### src/rtl/pipe_wb_latch.sv
// pipe_wb_latch: multi-lane MEM->WB latch with flush, same-bundle WAW collapse and $zero suppression.
// Define PIPE_WB_PERF_EN to build the saturating retire/bubble counters; otherwise perf_* read 0.
module pipe_wb_latch #(
  parameter int LANES      = 2,
  parameter int DATA_WIDTH = 32,
  parameter int ADDR_WIDTH = 5,
  parameter int CNT_WIDTH  = 32
) (
  input  logic                        clk,
  input  logic                        rst,
  input  logic [LANES-1:0]            mem_valid,
  input  logic [LANES-1:0]            mem_we,
  input  logic [LANES*ADDR_WIDTH-1:0] mem_waddr,
  input  logic [LANES*DATA_WIDTH-1:0] mem_wdata,
  input  logic                        mem_hilo_we,
  input  logic [2*DATA_WIDTH-1:0]     mem_hilo,
  input  logic                        stall_mem,
  input  logic                        stall_wb,
  input  logic                        flush,
  output logic [LANES-1:0]            wb_valid,
  output logic [LANES-1:0]            wb_we,
  output logic [LANES*ADDR_WIDTH-1:0] wb_waddr,
  output logic [LANES*DATA_WIDTH-1:0] wb_wdata,
  output logic                        wb_hilo_we,
  output logic [2*DATA_WIDTH-1:0]     wb_hilo,
  output logic [CNT_WIDTH-1:0]        perf_retired,
  output logic [CNT_WIDTH-1:0]        perf_bubbles
);

  logic [LANES-1:0]            valid_r;
  logic [LANES-1:0]            we_r;
  logic [LANES*ADDR_WIDTH-1:0] waddr_r;
  logic [LANES*DATA_WIDTH-1:0] wdata_r;
  logic                        hilo_we_r;
  logic [2*DATA_WIDTH-1:0]     hilo_r;

  logic [LANES-1:0] base_we_s;
  logic [LANES-1:0] keep_we_s;
  logic             clear_s;
  logic             load_s;

  assign clear_s = flush | (stall_mem & ~stall_wb);
  assign load_s  = ~stall_mem;

  // Qualify each lane's write, then drop any write shadowed by a younger lane to the same register.
  always_comb begin
    base_we_s = {LANES{1'b0}};
    keep_we_s = {LANES{1'b0}};
    for (int i = 0; i < LANES; i++) begin
      base_we_s[i] = mem_we[i] & mem_valid[i] &
                     (mem_waddr[i*ADDR_WIDTH +: ADDR_WIDTH] != {ADDR_WIDTH{1'b0}});
    end
    for (int i = 0; i < LANES; i++) begin
      keep_we_s[i] = base_we_s[i];
      for (int j = i + 1; j < LANES; j++) begin
        keep_we_s[i] = keep_we_s[i] &
                       ~(base_we_s[j] &
                         (mem_waddr[j*ADDR_WIDTH +: ADDR_WIDTH] == mem_waddr[i*ADDR_WIDTH +: ADDR_WIDTH]));
      end
    end
  end

  // Bundle register: reset/flush/bubble clear, load when MEM advances, otherwise hold.
  always_ff @(posedge clk) begin
    if (rst || clear_s) begin
      valid_r   <= {LANES{1'b0}};
      we_r      <= {LANES{1'b0}};
      waddr_r   <= {(LANES*ADDR_WIDTH){1'b0}};
      wdata_r   <= {(LANES*DATA_WIDTH){1'b0}};
      hilo_we_r <= 1'b0;
      hilo_r    <= {(2*DATA_WIDTH){1'b0}};
    end else if (load_s) begin
      valid_r   <= mem_valid;
      we_r      <= keep_we_s;
      waddr_r   <= mem_waddr;
      wdata_r   <= mem_wdata;
      hilo_we_r <= mem_hilo_we & (|mem_valid);
      hilo_r    <= mem_hilo;
    end else begin
      valid_r   <= valid_r;
      we_r      <= we_r;
      waddr_r   <= waddr_r;
      wdata_r   <= wdata_r;
      hilo_we_r <= hilo_we_r;
      hilo_r    <= hilo_r;
    end
  end

  assign wb_valid   = valid_r;
  assign wb_we      = we_r;
  assign wb_waddr   = waddr_r;
  assign wb_wdata   = wdata_r;
  assign wb_hilo_we = hilo_we_r;
  assign wb_hilo    = hilo_r;

`ifdef PIPE_WB_PERF_EN
  // Sum width leaves headroom above the counter so the overflow compare is exact.
  localparam int SUM_W = CNT_WIDTH + 4;

  logic [CNT_WIDTH-1:0] retired_r;
  logic [CNT_WIDTH-1:0] bubbles_r;

  function automatic logic [SUM_W-1:0] popcount(input logic [LANES-1:0] v);
    logic [SUM_W-1:0] cnt;
    cnt = {SUM_W{1'b0}};
    for (int i = 0; i < LANES; i++) begin
      cnt = cnt + {{(SUM_W-1){1'b0}}, v[i]};
    end
    return cnt;
  endfunction

  function automatic logic [CNT_WIDTH-1:0] sat_add(input logic [CNT_WIDTH-1:0] a,
                                                   input logic [SUM_W-1:0]     b);
    logic [SUM_W-1:0] sum;
    sum = {4'b0000, a} + b;
    if (sum > {4'b0000, {CNT_WIDTH{1'b1}}}) begin
      return {CNT_WIDTH{1'b1}};
    end else begin
      return sum[CNT_WIDTH-1:0];
    end
  endfunction

  // Counters follow the bundle priority but hold across a flush.
  always_ff @(posedge clk) begin
    if (rst) begin
      retired_r <= {CNT_WIDTH{1'b0}};
      bubbles_r <= {CNT_WIDTH{1'b0}};
    end else if (flush) begin
      retired_r <= retired_r;
      bubbles_r <= bubbles_r;
    end else if (stall_mem && !stall_wb) begin
      retired_r <= retired_r;
      bubbles_r <= sat_add(bubbles_r, {{(SUM_W-1){1'b0}}, 1'b1});
    end else if (load_s) begin
      retired_r <= sat_add(retired_r, popcount(mem_valid));
      bubbles_r <= bubbles_r;
    end else begin
      retired_r <= retired_r;
      bubbles_r <= bubbles_r;
    end
  end

  assign perf_retired = retired_r;
  assign perf_bubbles = bubbles_r;
`else
  assign perf_retired = {CNT_WIDTH{1'b0}};
  assign perf_bubbles = {CNT_WIDTH{1'b0}};
`endif

endmodule

### config.mk
export PLATFORM = sky130hd
export DESIGN_NAME = pipe_wb_latch
export DESIGN_NICKNAME = d
export VERILOG_FILES = /design/src/rtl/pipe_wb_latch.sv
export SDC_FILE = /design/constraint.sdc
export NUM_CORES = 1
export LEC_CHECK = 0
export BUFFER_PORTS_ARGS = -buffer_cell sky130_fd_sc_hd__buf_2
export CAP_MARGIN = 20
export CORE_AREA = 3 3 139 141
export CTS_BUF_LIST = sky130_fd_sc_hd__clkbuf_4
export CTS_CLUSTER_DIAMETER = 120
export DETAILED_ROUTE_END_ITERATION = 12
export DIE_AREA = 0 0 142 144
export MAX_ROUTING_LAYER = met4
export PLACE_DENSITY = 0.57
export SLEW_MARGIN = 10
export SYNTH_ARGS = -nofsm -noshare
export SYNTH_HDL_FRONTEND = slang
export SYNTH_SLANG_ARGS = --single-unit
### constraint.sdc
create_clock -name clk -period 3.3 [get_ports clk]
set_clock_uncertainty 0.05 [all_clocks]
set_input_delay 0.825 -clock clk [delete_from_list [all_inputs] [get_ports clk]]
set_output_delay 0.825 -clock clk [all_outputs]
set_load 0.1 [all_outputs]
* Word level (Yosys, flattened, before mapping) *
Cells that the tools add are included.

storage, ports and cells
  bits in registers = 143
  input port bits = 148
  output and inout bits = 207

cells by class
  reductions and logical operators = 4
  equality and inequality tests = 1
  bitwise operators = 11

operators with widths
  cell               count
  $reduce_bool 5->1  2
  $and 1x1->1        8
  $eq 5x5->1         1
  $not 1->1          2
  $reduce_or 2->1    1
  $logic_or 1x1->1   1
  $or 1x1->1         1

* Longest topological paths before layout *
  depth in word-level cells = 5
  mapped depth = 6
  gate-level depth less buffers = 4

* Least setup slack after synthesis *
OpenSTA, ideal clock, no wires.

  kind = input -> register
  from = in mem_waddr[5]
  to = reg we_r[0] (netlist: wb_we[0])
  arrival time = 1.730 ns
  slack = 1.440 ns
  setup time = 0.079 ns
  path buffers = 0
  cell stages on the path = 4
  cells stage by stage = or4_4 > o211ai_2 > nor3_1 > a211oi_2

on the way
  cells in the longest elaborated chain, start to end = 5
  elaborated cells on any way between the ends = 6

RTL lines
  what                  line  source
  from (decl)           13    input logic [LANES*ADDR_WIDTH-1:0] mem_waddr,
  $reduce_bool 5->1     51    (mem_waddr[i*ADDR_WIDTH +: ADDR_WIDTH] != {ADDR_WIDTH{1'b0}});
  $and 1x1->1           50    base_we_s[i] = mem_we[i] & mem_valid[i] &
  $and 1x1->1 *         57    ~(base_we_s[j] &
  $not 1->1 *           57
  $and 1x1->1 *         56    keep_we_s[i] = keep_we_s[i] &
  to (signal assigned)  67    we_r <= {LANES{1'b0}};
  to (signal assigned)  74    we_r <= keep_we_s;
  to (signal assigned)  81    we_r <= we_r;
  to (decl)             31    logic [LANES-1:0] we_r;

Mark *: on every way between the ends. The rest lies on a longest branch, timed or not.
A chain may end at the register's enable or synchronous reset.

* Worst setup path in the final report *
  from = reg we_r[1] (netlist: wb_we[1])
  to = out wb_we[1]

RTL lines
  what       line  source
  to (decl)  21    output logic [LANES-1:0] wb_we,

No word-level cell between the ends.

==> flow_metrics.tcl <==
set metrics [dict create \
    synth_cell_types 19 \
    ant_nets 0 \
    dr.pass1.iters 4 \
    grt_use_met3_pct 4.13 \
    critPathSlowestCell "buf_2" \
    outcome "complete, no violations" \
    grt-busiest-layer "met2" \
    tns_ns 0 \
    final_common_cell "buf_2" \
    final_max_slew_viol_count 0 \
    critical-path-top-delay-family "buffers and inverters" \
    route.detailed.drc 0 \
    path_max_fanout 2 \
    first_iter_violations 180 \
    grtUsageTotal_pct 13.3 \
    avgRoutedWirePerCell_um 13.3 \
    reg2reg_from "wb_we[0]" \
    p_sw_share_pct 39.1 \
    synthAdderAreaFrac_pct 0 \
    p_leak_nw 3.92 \
    cts.sinks 143 \
    drv_cap 0 \
    period_minus_slack_ns 2.20 \
    seqPwrFrac_pct 46.2 \
    synth_area_sq_um 5580 \
    dp_cells 1036 \
    clock_path_buffers 2 \
    initial_core_util_pct 30.9 \
    die_y_um 144 \
    finalSetupViolCount 0 \
    synthMuxAreaShare_pct 25.1 \
    drt_wl_total_mm 14.3 \
    cts_tree "yes" \
    worstSetupEndpointType "primary output" \
    net-switching-power_mw 1.52 \
    yosysWarningCount 0 \
    worstSetupEndpoint "wb_we[1]" \
    synth_top_area_share_pct 51.3 \
    yosys-top-cells-area "dfxtp_1 (51%), mux2i_1 (25%), nor2_1 (9.7%)" \
    final_cell_mix "buf_2 (289), nor2_1 (144), dfxtp_1 (143)" \
    dp_hpwl_mm 10.5 \
    synth_top_family_by_area "multiplexers" \
    hold_ws_ns 0.449 \
    combPwrFrac_pct 26.1 \
    insertion_delay_ns 0.51 \
    cp.depth 1 \
    yosys.area_share.simple_pct 10.7 \
    grt_use_met1_pct 14.9 \
    fmax_mhz 454 \
    min-delay-start "wb_hilo_we" \
    die_x_um 142 \
    h-tree-depth 4 \
    layout.cells.non_filler 1070 \
    worstPathRequired_ns 2.42 \
    port_buffers 290 \
    report.final.hold_viol_count 0 \
    crit_chain "buf_2" \
    synth_compound_area_share_pct 0.807 \
    via_per_inst 4.14 \
    tightest_slew_ns 1.06 \
    slowest_delay_ns 0.45 \
    ys_seq_area_share_pct 51.3 \
    syn_inst 545 \
    r2r_setup_slack_ns 2.41 \
    antenna_found_initial 2 \
    post-route-period-util_pct 66.7 \
    dr_total_vias 4433 \
    p_per_area_nw_per_um2 534 \
    finalPower_mw 3.89 \
    yosysTopAreaCell "dfxtp_1" \
    maxSlewHeadroom_pct 29.6 \
    crit_path_start_kind "register" \
    grt_start_max_net_pins 84 \
    die-area_sq_um 20400 \
    crit_type "reg -> out" \
    hp-class "reg -> reg" \
    area_delta_synth_final_pct 30.4 \
    grt_first_pass_wirelength_mm 21.0 \
    peakVddDrop_uv 215 \
    synth.avg_cell_area_sq_um 10.2 \
    grt_pass1_vias 4091 \
    intPower_mw 2.37 \
    clk_pin_slew_ns 0.13 \
    met2_usage_pct 22.3 \
    fin_nets 974 \
    worstPathArrival_ns 1.33 \
    reg2reg_depth 4 \
    r2r_end "wb_we[0]" \
    cts.repair.resized 0 \
    ys_seq_elements 143 \
    grt_overflow 0 \
    crit_buf_inv 1 \
    gp_congestion 0.773 \
    fp-row-count 49 \
    layout-drive-gt1-share_pct 39.3 \
    coreArea_sq_um 18100 \
    critPathLaunch "wb_we[1]" \
    numCtsBuffers 17 \
    cts_root_buf "clkbuf_4" \
    io_pins 355 \
    post_cts_buffers 0 \
    power.clock.fraction_pct 27.7 \
    hold_buffers 0 \
    synth-xor-area-share_pct 0.784 \
    rsz0062_at_grt "no" \
]
==> power by group through the flow <==
stage | logic, mW | registers (mW) | clock network, mW
final | 1.02 | 1.79 | 1.08
after detailed placement | 1.02 | 1.83 | 0
after global placement | 1.02 | 1.83 | 0
after CTS | 1.02 | 1.80 | 1.15
after floorplan | 0.560 | 2.18 | 0
after global routing | 1.06 | 1.80 | 1.22
==> layout make-up <==
class | count | area [sq um]
Fill cell | 1841 | 10800
Sequential cell | 143 | 2860
Multi-Input combinational cell | 369 | 2340
Timing Repair Buffer | 294 | 1510
Tap cell | 229 | 287
Clock buffer | 19 | 143
Clock inverter | 13 | 131
Antenna cell | 2 | 5.00
Inverter | 1 | 3.75
==> worst min-delay path by stage <==
stage	endpoint	slack, ns	depth (start not counted)
floorplan	wb_hilo[0]	0.92	2
global placement	wb_hilo_we	0.42	2
detailed placement	wb_hilo[62]	0.43	2
CTS	wb_wdata[31]	0.40	3
global route	wb_wdata[40]	0.39	3
finish	wb_hilo_we	0.45	2
==> metrics by stage <==
stage | area (sq um) | utilization [%] | setup slack, ns
floorplan | 5820 | - | 1.44
global placement | 7000 | 38.7 | 1.01
detailed placement | 7000 | 38.7 | 1.02
CTS | 7280 | 40.2 | 1.01
global route | 7280 | 40.3 | 0.959
finish | 7280 | 40.3 | 1.10
==> cell families (layout without fill, tap and decap cells) <==
| group | after synthesis | after routing |
|---|---|---|
| mux | 140 | 140 |
| simple gates | 154 | 154 |
| flops | 143 | 143 |
| other cells | 1 | 66 |
| compound gates | 6 | 6 |
| xor+xnor | 5 | 5 |
| buf+inv | 96 | 327 |
==> metal layers <==
| layer | vias to the layer above | part of all wire [%] | routed length (um) |
|---|---|---|---|
| met1 | 2002 | 41 | 5790 |
| met2 | 185 | 51 | 7250 |
| met3 | 18 | 6.6 | 947 |
| met4 | 0 | 2.0 | 286 |
| met5 | - | 0 | 0 |
| li1 | 2228 | - | - |
==> registers in the layout, summed over array words and instances (netlist names) <==
register,count
wb_hilo,64
wb_wdata,64
wb_waddr,10
wb_valid,2
wb_we,2
wb_hilo_we,1
==> cells in the mapped netlist, drive strengths merged <==
cell    count
o211ai      1
mux2i     140
conb        1
a211oi      1
clkbuf      7
xnor2       5
o21ai       3
or4         1
a21oi       1
nor3        2
nor2b       1
nand2       4
nor2      144
nand4       2
dfxtp     143
inv         1
buf        88
Power figures use the tool's default switching activity.
